### src/rtl/master_port.sv
// master_port: initiator end of the serial system bus. Latches one local request, wins the bus,
// shifts out device address, mode, memory address and write data, and collects read data.
// Optional ack timeout: define MASTER_PORT_ACK_TIMEOUT_EN.
module master_port #(
  parameter int ADDR_WIDTH        = 16,
  parameter int DATA_WIDTH        = 8,
  parameter int DEVICE_ADDR_WIDTH = 4,
  parameter int ACK_TIMEOUT       = 8
) (
  input  logic                         clk,
  input  logic                         rstn,
  input  logic                         req,
  input  logic                         req_wen,
  input  logic [DEVICE_ADDR_WIDTH-1:0] req_dev,
  input  logic [ADDR_WIDTH-1:0]        req_addr,
  input  logic [DATA_WIDTH-1:0]        req_wdata,
  output logic                         req_ready,
  output logic [DATA_WIDTH-1:0]        rdata,
  output logic                         done,
  output logic                         err,
  output logic                         mbreq,
  input  logic                         mbgrant,
  output logic                         mvalid,
  output logic                         mwdata,
  input  logic                         ack,
  input  logic                         srdata,
  input  logic                         srvalid,
  input  logic                         sready,
  input  logic                         ssplit,
  input  logic                         split_grant
);

  localparam int SH_W_AD = (ADDR_WIDTH > DATA_WIDTH) ? ADDR_WIDTH : DATA_WIDTH;
  localparam int SH_W    = (SH_W_AD > DEVICE_ADDR_WIDTH) ? SH_W_AD : DEVICE_ADDR_WIDTH;
  localparam int CNT_W   = $clog2(SH_W + 1);

  localparam logic [CNT_W-1:0] CNT_ONE   = CNT_W'(1);
  localparam logic [CNT_W-1:0] DEV_BITS  = CNT_W'(DEVICE_ADDR_WIDTH);
  localparam logic [CNT_W-1:0] ADDR_BITS = CNT_W'(ADDR_WIDTH);
  localparam logic [CNT_W-1:0] DATA_BITS = CNT_W'(DATA_WIDTH);
  localparam logic [CNT_W-1:0] RD_LAST   = CNT_W'(DATA_WIDTH - 1);

  localparam logic [3:0] S_IDLE  = 4'd0;
  localparam logic [3:0] S_GRANT = 4'd1;
  localparam logic [3:0] S_DEV   = 4'd2;
  localparam logic [3:0] S_ACKW  = 4'd3;
  localparam logic [3:0] S_HDR   = 4'd4;
  localparam logic [3:0] S_WDAT  = 4'd5;
  localparam logic [3:0] S_RESP  = 4'd6;
  localparam logic [3:0] S_RDAT  = 4'd7;
  localparam logic [3:0] S_SPLIT = 4'd8;
  localparam logic [3:0] S_DONE  = 4'd9;

  logic [3:0]                   state_q, state_d;
  logic [3:0]                   ret_q, ret_d;
  logic [CNT_W-1:0]             cnt_q, cnt_d;
  logic [SH_W-1:0]              sh_q, sh_d;
  logic                         req_ready_q, req_ready_d;
  logic                         mbreq_q, mbreq_d;
  logic                         mvalid_q, mvalid_d;
  logic                         mwdata_q, mwdata_d;
  logic                         done_q, done_d;
  logic [DATA_WIDTH-1:0]        rdata_q, rdata_d;

  logic                         wen_q;
  logic [DEVICE_ADDR_WIDTH-1:0] dev_q;
  logic [ADDR_WIDTH-1:0]        addr_q;
  logic [DATA_WIDTH-1:0]        wdata_q;
  logic                         accept;

  assign accept = (state_q == S_IDLE) && req && req_ready_q;

`ifdef MASTER_PORT_ACK_TIMEOUT_EN
  localparam int TO_W = $clog2(ACK_TIMEOUT + 1);
  localparam logic [TO_W-1:0] TO_ONE  = TO_W'(1);
  localparam logic [TO_W-1:0] TO_LAST = TO_W'(ACK_TIMEOUT - 1);

  logic            err_q, err_d;
  logic [TO_W-1:0] tcnt_q, tcnt_d;

  assign err = err_q;
`else
  localparam int ack_timeout_unused = ACK_TIMEOUT;

  assign err = 1'b0;
`endif

  always_comb begin
    // NOTE: every signal assigned below gets a default first, so no path through the case infers a latch.
    state_d     = state_q;
    ret_d       = ret_q;
    cnt_d       = cnt_q;
    sh_d        = sh_q;
    req_ready_d = req_ready_q;
    mbreq_d     = mbreq_q;
    mvalid_d    = mvalid_q;
    mwdata_d    = mwdata_q;
    done_d      = 1'b0;
    rdata_d     = rdata_q;
`ifdef MASTER_PORT_ACK_TIMEOUT_EN
    err_d       = 1'b0;
    tcnt_d      = tcnt_q;
`endif

    case (state_q)
      S_IDLE: begin
        if (accept) begin
          req_ready_d = 1'b0;
          mbreq_d     = 1'b1;
          state_d     = S_GRANT;
        end
      end

      S_GRANT: begin
        if (mbgrant) begin
          mvalid_d = 1'b1;
          mwdata_d = dev_q[0];
          sh_d     = SH_W'(dev_q >> 1);
          cnt_d    = CNT_ONE;
          state_d  = S_DEV;
        end
      end

      S_DEV: begin
        if (cnt_q == DEV_BITS) begin
          mvalid_d = 1'b0;
          mwdata_d = 1'b0;
          state_d  = S_ACKW;
`ifdef MASTER_PORT_ACK_TIMEOUT_EN
          tcnt_d   = TO_ONE;
`endif
        end else begin
          mwdata_d = sh_q[0];
          sh_d     = sh_q >> 1;
          cnt_d    = cnt_q + CNT_ONE;
        end
      end

      S_ACKW: begin
        // Ack is checked ahead of the timeout so an ack in the expiry cycle still proceeds.
        if (ack) begin
          mvalid_d = 1'b1;
          mwdata_d = wen_q;
          sh_d     = SH_W'(addr_q);
          cnt_d    = '0;
          state_d  = S_HDR;
        end
`ifdef MASTER_PORT_ACK_TIMEOUT_EN
        else if (tcnt_q == TO_LAST) begin
          done_d  = 1'b1;
          err_d   = 1'b1;
          mbreq_d = 1'b0;
          state_d = S_DONE;
        end else begin
          tcnt_d = tcnt_q + TO_ONE;
        end
`endif
      end

      S_HDR: begin
        if (cnt_q != ADDR_BITS) begin
          mwdata_d = sh_q[0];
          sh_d     = sh_q >> 1;
          cnt_d    = cnt_q + CNT_ONE;
        end else if (wen_q) begin
          mwdata_d = wdata_q[0];
          sh_d     = SH_W'(wdata_q >> 1);
          cnt_d    = CNT_ONE;
          state_d  = S_WDAT;
        end else begin
          mvalid_d = 1'b0;
          mwdata_d = 1'b0;
          cnt_d    = '0;
          state_d  = S_RDAT;
        end
      end

      S_WDAT: begin
        if (cnt_q == DATA_BITS) begin
          mvalid_d = 1'b0;
          mwdata_d = 1'b0;
          state_d  = S_RESP;
        end else begin
          mwdata_d = sh_q[0];
          sh_d     = sh_q >> 1;
          cnt_d    = cnt_q + CNT_ONE;
        end
      end

      S_RESP: begin
        if (sready) begin
          done_d  = 1'b1;
          mbreq_d = 1'b0;
          state_d = S_DONE;
        end else if (ssplit) begin
          mbreq_d = 1'b0;
          ret_d   = S_RESP;
          state_d = S_SPLIT;
        end
      end

      S_RDAT: begin
        if (srvalid) begin
          rdata_d = {srdata, rdata_q[DATA_WIDTH-1:1]};
          cnt_d   = cnt_q + CNT_ONE;
        end
        // The final sample completes the read even if the slave also signals a split.
        if (srvalid && (cnt_q == RD_LAST)) begin
          done_d  = 1'b1;
          mbreq_d = 1'b0;
          state_d = S_DONE;
        end else if (ssplit) begin
          mbreq_d = 1'b0;
          ret_d   = S_RDAT;
          state_d = S_SPLIT;
        end
      end

      S_SPLIT: begin
        if (split_grant) begin
          mbreq_d = 1'b1;
          state_d = ret_q;
        end
      end

      S_DONE: begin
        req_ready_d = 1'b1;
        state_d     = S_IDLE;
      end

      default: begin
        state_d = S_IDLE;
      end
    endcase
  end

  // NOTE: state registers use non-blocking assignments so every flop samples the pre-edge values.
  always_ff @(posedge clk or negedge rstn) begin
    if (!rstn) begin
      state_q     <= S_IDLE;
      ret_q       <= S_RDAT;
      cnt_q       <= '0;
      sh_q        <= '0;
      req_ready_q <= 1'b1;
      mbreq_q     <= 1'b0;
      mvalid_q    <= 1'b0;
      mwdata_q    <= 1'b0;
      done_q      <= 1'b0;
      rdata_q     <= '0;
`ifdef MASTER_PORT_ACK_TIMEOUT_EN
      err_q       <= 1'b0;
      tcnt_q      <= '0;
`endif
    end else begin
      state_q     <= state_d;
      ret_q       <= ret_d;
      cnt_q       <= cnt_d;
      sh_q        <= sh_d;
      req_ready_q <= req_ready_d;
      mbreq_q     <= mbreq_d;
      mvalid_q    <= mvalid_d;
      mwdata_q    <= mwdata_d;
      done_q      <= done_d;
      rdata_q     <= rdata_d;
`ifdef MASTER_PORT_ACK_TIMEOUT_EN
      err_q       <= err_d;
      tcnt_q      <= tcnt_d;
`endif
    end
  end

  // NOTE: the request holding register is always loaded before it is read, so it carries no reset.
  always_ff @(posedge clk) begin
    if (accept) begin
      wen_q   <= req_wen;
      dev_q   <= req_dev;
      addr_q  <= req_addr;
      wdata_q <= req_wdata;
    end
  end

  assign req_ready = req_ready_q;
  assign mbreq     = mbreq_q;
  assign mvalid    = mvalid_q;
  assign mwdata    = mwdata_q;
  assign done      = done_q;
  assign rdata     = rdata_q;

endmodule

### config.mk
export PLATFORM = sky130hd
export DESIGN_NAME = master_port
export DESIGN_NICKNAME = d
export VERILOG_FILES = /design/src/rtl/master_port.sv
export SDC_FILE = /design/constraint.sdc
export NUM_CORES = 1
export LEC_CHECK = 0
export ABC_AREA = 1
export BUFFER_PORTS_ARGS = -buffer_cell sky130_fd_sc_hd__buf_2
export CAP_MARGIN = 20
export CORE_ASPECT_RATIO = 1.5
export CORE_UTILIZATION = 55
export DETAILED_ROUTE_END_ITERATION = 10
export PLACE_DENSITY = 0.88
export SYNTH_ARGS = -nofsm -noshare
export SYNTH_HDL_FRONTEND = slang
export SYNTH_SLANG_ARGS = --single-unit
### constraint.sdc
create_clock -name clk -period 6 [get_ports clk]
set_clock_uncertainty 0.15 [all_clocks]
set_input_delay 1.2 -clock clk [delete_from_list [all_inputs] [get_ports clk]]
set_output_delay 1.2 -clock clk [all_outputs]
set_load 0.02 [all_outputs]
# --- After elaboration in Yosys (flattened, before gate mapping) ---
# Cells that the tools add are included.
word_totals:
  regBits: 71
  word_cells: 119
  out_inout_bits: 14
  input_bits: 39
classes:
  addsub: 1
  mux: 57
  eq_ne: 29
  n_reduce_logical: 18
op_table:
  columns: ["op", "count"]
  rows:
  - ["16-bit two-way mux", 6]
  - ["16-bit one-hot mux with 5 select lines", 1]
  - ["4-bit two-way mux", 14]
  - ["4-bit one-hot mux with 9 select lines", 1]
  - ["5-bit two-way mux", 6]
  - ["2-bit != test, second input constant", 15]
  - ["5-bit one-hot mux with 6 select lines", 1]
  - ["1-bit two-way mux", 21]
  - ["4-bit by 3-bit == test with 1-bit output, second input constant", 4]
  - ["7-bit AND reduction", 2]
  - ["6-bit AND reduction", 2]
  - ["5-bit by 3-bit == test with 1-bit output, second input constant", 2]
  - ["1-bit one-hot mux with 5 select lines", 2]
  - ["4-bit by 2-bit == test with 1-bit output, second input constant", 2]
  - ["4-bit == test, second input constant", 2]
  - ["4-bit one-hot mux with 2 select lines", 1]
  - ["3-bit AND reduction", 2]
  - ["6-bit nonzero test", 1]
  - ["5-bit by 1-bit adder with 5-bit output, second input constant", 1]
  - ["5-bit by 4-bit == test with 1-bit output, second input constant", 1]
  - ["5-bit != test, second input constant", 1]
  - ["5-bit AND reduction", 1]
  - ["5-bit nonzero test", 1]
  - ["4-bit by 1-bit == test with 1-bit output, second input constant", 1]
  - ["other kinds (9)", 14]

# --- Longest topological paths before layout ---
depth:
  depth_word: 5
  depth_mapped: 13
  mapped_depth_nobuf: 12

# --- Worst setup path after synthesis ---
# Ideal clock, no wire load.
synth_timing:
  path_kind: "input to register"
  start: "input req"
  end: "register addr_q[0], enable pin"
  n_path_buf: 0
  setup_time_ns: 0.491
  arrival_time_ns: 4.165
  path_slack_ns: 1.194
  cell_stages: 2
  required_time_ns: 5.359
  cell_sequence: "inv_1 nor4_1"
synth_via:
  elab_chain_len: 2
synth_lines:
  columns: ["item", "line_no", "text"]
  rows:
  - ["from (decl)", "12", "input logic req,"]
  - ["1-bit logical AND (2 in a row)", "71", "assign accept = (state_q == S_IDLE) && req && req_ready_q;"]
  - ["net accept", "69", "logic accept;"]
  - ["to (signal assigned)", "277", "addr_q <= req_addr;"]
  - ["to (decl)", "67", "logic [ADDR_WIDTH-1:0] addr_q;"]
# The timed path passes the listed nets, and every way through them passes these cells.
# A chain may end at the register's enable or synchronous reset.

# --- Final worst setup path ---
layout_timing:
  start: "register cnt_q[0]"
  end: "register sh_q[5]"
layout_via:
  elab_chain_len: 3
  elab_cells_between_ends: 9
  cone_classes: "eq/ne: 6; mux: 2; reduce/logical: 1"
layout_lines:
  columns: ["item", "line_no", "text"]
  rows:
  - ["from (decl)", "56", "logic [CNT_W-1:0] cnt_q, cnt_d;"]
  - ["from (signal assigned)", "257", "cnt_q <= cnt_d;"]
  - ["5-bit != test (tied with other cells)", "161", "if (cnt_q != ADDR_BITS) begin"]
  - ["3-bit != test (no line) (tied with other cells)", null, null]
  - ["6-bit AND reduction (no line) or 16-bit one-hot mux with 5 select lines (tied branches)", null, null]
  - ["to (signal assigned)", "243", "sh_q <= '0;"]
  - ["to (signal assigned)", "258", "sh_q <= sh_d;"]
  - ["to (decl)", "57", "logic [SH_W-1:0] sh_q, sh_d;"]
# Several ways; a longest one is shown, not always the timed one.

==> results.toml <==
[grt]
grt.overflow.total = 0
grt_max_degree = 40
grt_busiest_layer = "met2"
grt_pass1_wl_mm = 12.2
met2_usage_pct = 42.2
use_met3_pct = 5.84
grt_use_total_pct = 25.2
met1_usage_pct = 28.0
grt_pass1_vias = 2766
antenna_found_initial = 0

[logic_synthesis]
synth_cell_types = 31
synth_simple_gate_area_share_pct = 34.9
synth_adder_area_share_pct = 0.737
yosysSeqAreaShare_pct = 54.5
synth_compound_area_share_pct = 3.17
synthMuxAreaShare_pct = 0
ys_seq_elements = 68
synthXorXnorAreaFrac_pct = 0.258
syn_avg_cell_area_um2 = 8.20
synth_area_um2 = 3400
yosysWarningCount = 0
synth_top_family_by_area = "simple AND/OR/NAND/NOR gates"
netlist_instances = 414
synth_nets = 455

[final_layout]
area_delta_synth_final_pct = 14.4
fin_util_pct = 66.2
layout.nets = 507
final_common_cell = "nand2_1"
design_area_um2 = 3880
final_cell_mix = "nand2_1 (168), buf_2 (51), nand3_1 (38), dfrtp_1 (37), nor2_1 (34)"
drive_above_1_share_pct = 19.5
antennaDiodeCount = 0

[setup_path]
required_ns = 6.09
cp_data_arrival_time_ns = 2.90
reg2reg_depth = 11
crit_path_end_kind = "register"
cp_max_fo = 12
crit_path_start_kind = "register"
crit_type = "register to register"
reg2reg_slack_ns = 3.19

[die]
core_area_um2 = 5870
pin_count = 53
die_w_um = 66.2
die_area_um2 = 6500
fp-row-count = 34
initial_core_util_pct = 57.8
die_h_um = 98.2

[detailed_routing]
finalWirelength_mm = 7.08
vias = 2870
drtPass1Iterations = 5
drt-initial-drc-count = 217
final_antenna_net_count = 0
drc = 0
avgViaCountPerCell = 5.29
wire_per_inst_um = 13.0

[sta]
setup_viol_count_final = 0
min_period_ns = 2.81
relSlewSlack_pct = 41.6
worst_hold_slack_ns = 0.331
min_period_over_period_pct = 46.9
tns_ns = 0
grt_setup_unrepaired = "false"
worstMarginPinSlew_ns = 0.876
fmax_mhz = 355
final_max_slew_viol_count = 0
hold_viol_final = 0

[pwr]
power_leakage_nw = 1.95
swShare_pct = 45.3
p_int_mw = 1.08
clkPwrFrac_pct = 18.9
p_comb_share_pct = 44.5
peakVddDrop_mv = 0.324
seqPwrFrac_pct = 36.6
power_density_nw_per_um2 = 507
p_switching_mw = 0.892

[placed_design]
place_congestion = 0.861
hpwl_mm = 5.16
portBuffers = 51
dpl_cell_area_um2 = 3690

[cts]
ctsResizeCount = 0
post-cts-setup-buffer-count = 0
root_buffer = "clkbuf_8"
htree_levels = 3
clock-sinks = 68
cts_buffer_depth = 2
clkTransAtPathRegs_ns = 0.08
clk_latency_ns = 0.35
cts_made_buffers = 9
ctsHoldBuffers = 0
tritoncts = "done"

[worst_hold_path]
hold_path_class = "register to register"
hold_path_depth = 2

[run_status]
status = "complete, no violations"

[job]
drv_cap = 0
## sequential cells by signal, indices dropped and copies added (netlist names), 4 cells and up
signal   count
sh_q        16
addr_q      16
cnt_q        5
dev_q        4
state_q      4
wdata_q      8
rdata        8
## routing by layer
metal | vias to the layer above | part of all wire (%)
met2 | 92 | 53
li1 | 1429 | -
met5 | - | 0
met1 | 1330 | 39
met4 | 0 | 3.0
met3 | 19 | 4.5
## worst paths after layout
path                               to     start
max in group asynchronous     sh_q[2]      rstn
min in group asynchronous  state_q[3]      rstn
setup reg to reg              sh_q[5]  cnt_q[0]
setup / recovery              sh_q[5]  cnt_q[0]
hold / removal               sh_q[14]  sh_q[14]
hold reg to reg              sh_q[14]  sh_q[14]
## worst max-delay path, stage by stage, from the launching register on
cell and delay [ns]:
dfrtp_1 0.43, inv_1 0.10, ha_1 0.14, inv_1 0.04, nor2_1 0.61, nand2_1 0.41
nand2_1 0.22, nand2_1 0.27, nand2_1 0.15, nand3_1 0.08, nand2_1 0.07, nand2_1 0.05
## cells by family after synthesis
group	count (synthesis)
simple gates	273
flops	68
buf+inv	50
compound gates	19
fa+ha+maj	2
xor+xnor	1
other cells	1
## per-stage QoR
| stage | power [mW] | std cells | setup slack [ns] |
|---|---|---|---|
| floorplan | 1.40 | 414 | 1.19 |
| global placement | 1.56 | 527 | 3.40 |
| detailed placement | 1.59 | 527 | 3.29 |
| CTS | 1.98 | 543 | 3.26 |
| global route | 2.13 | 543 | 2.97 |
| finish | 1.97 | 543 | 3.19 |
## cell usage after synthesis, drive strengths merged
master / instances / share of area [%]
clkbuf: 3 / 0.33
nor4: 1 / 0.18
nand4: 11 / 2.0
a21oi: 6 / 0.88
o21ai: 9 / 1.3
inv: 39 / 4.3
xor2: 1 / 0.26
nor2: 43 / 6.0
o2bb2ai: 1 / 0.26
dfrtp: 37 / 27
nand3b: 4 / 0.88
o211ai: 1 / 0.22
nand3: 39 / 5.9
conb: 1 / 0.11
o32ai: 1 / 0.26
ha: 2 / 0.74
nor3: 2 / 0.29
edfxtp: 29 / 26
dfstp: 2 / 1.5
nand2: 173 / 20
o31ai: 1 / 0.22
buf: 8 / 1.7
## cell type report
type                            instances  area, um^2
Clock buffer                            9         124
Clock inverter                          7        75.1
Fill cell                             503        1990
Inverter                               39         146
Multi-Input combinational cell        296        1340
Sequential cell                        68        1850
Tap cell                               72        90.1
Timing Repair Buffer                   52         263
## power by group through the flow
stage	sequential, mW	clock, mW	combinational, mW
final	0.721	0.373	0.876
after global routing	0.736	0.405	0.988
after CTS	0.720	0.385	0.872
after detailed placement	0.728	0	0.867
after global placement	0.724	0	0.839
after floorplan	0.752	0	0.645
No activity file was read; power rests on OpenSTA's default activity.
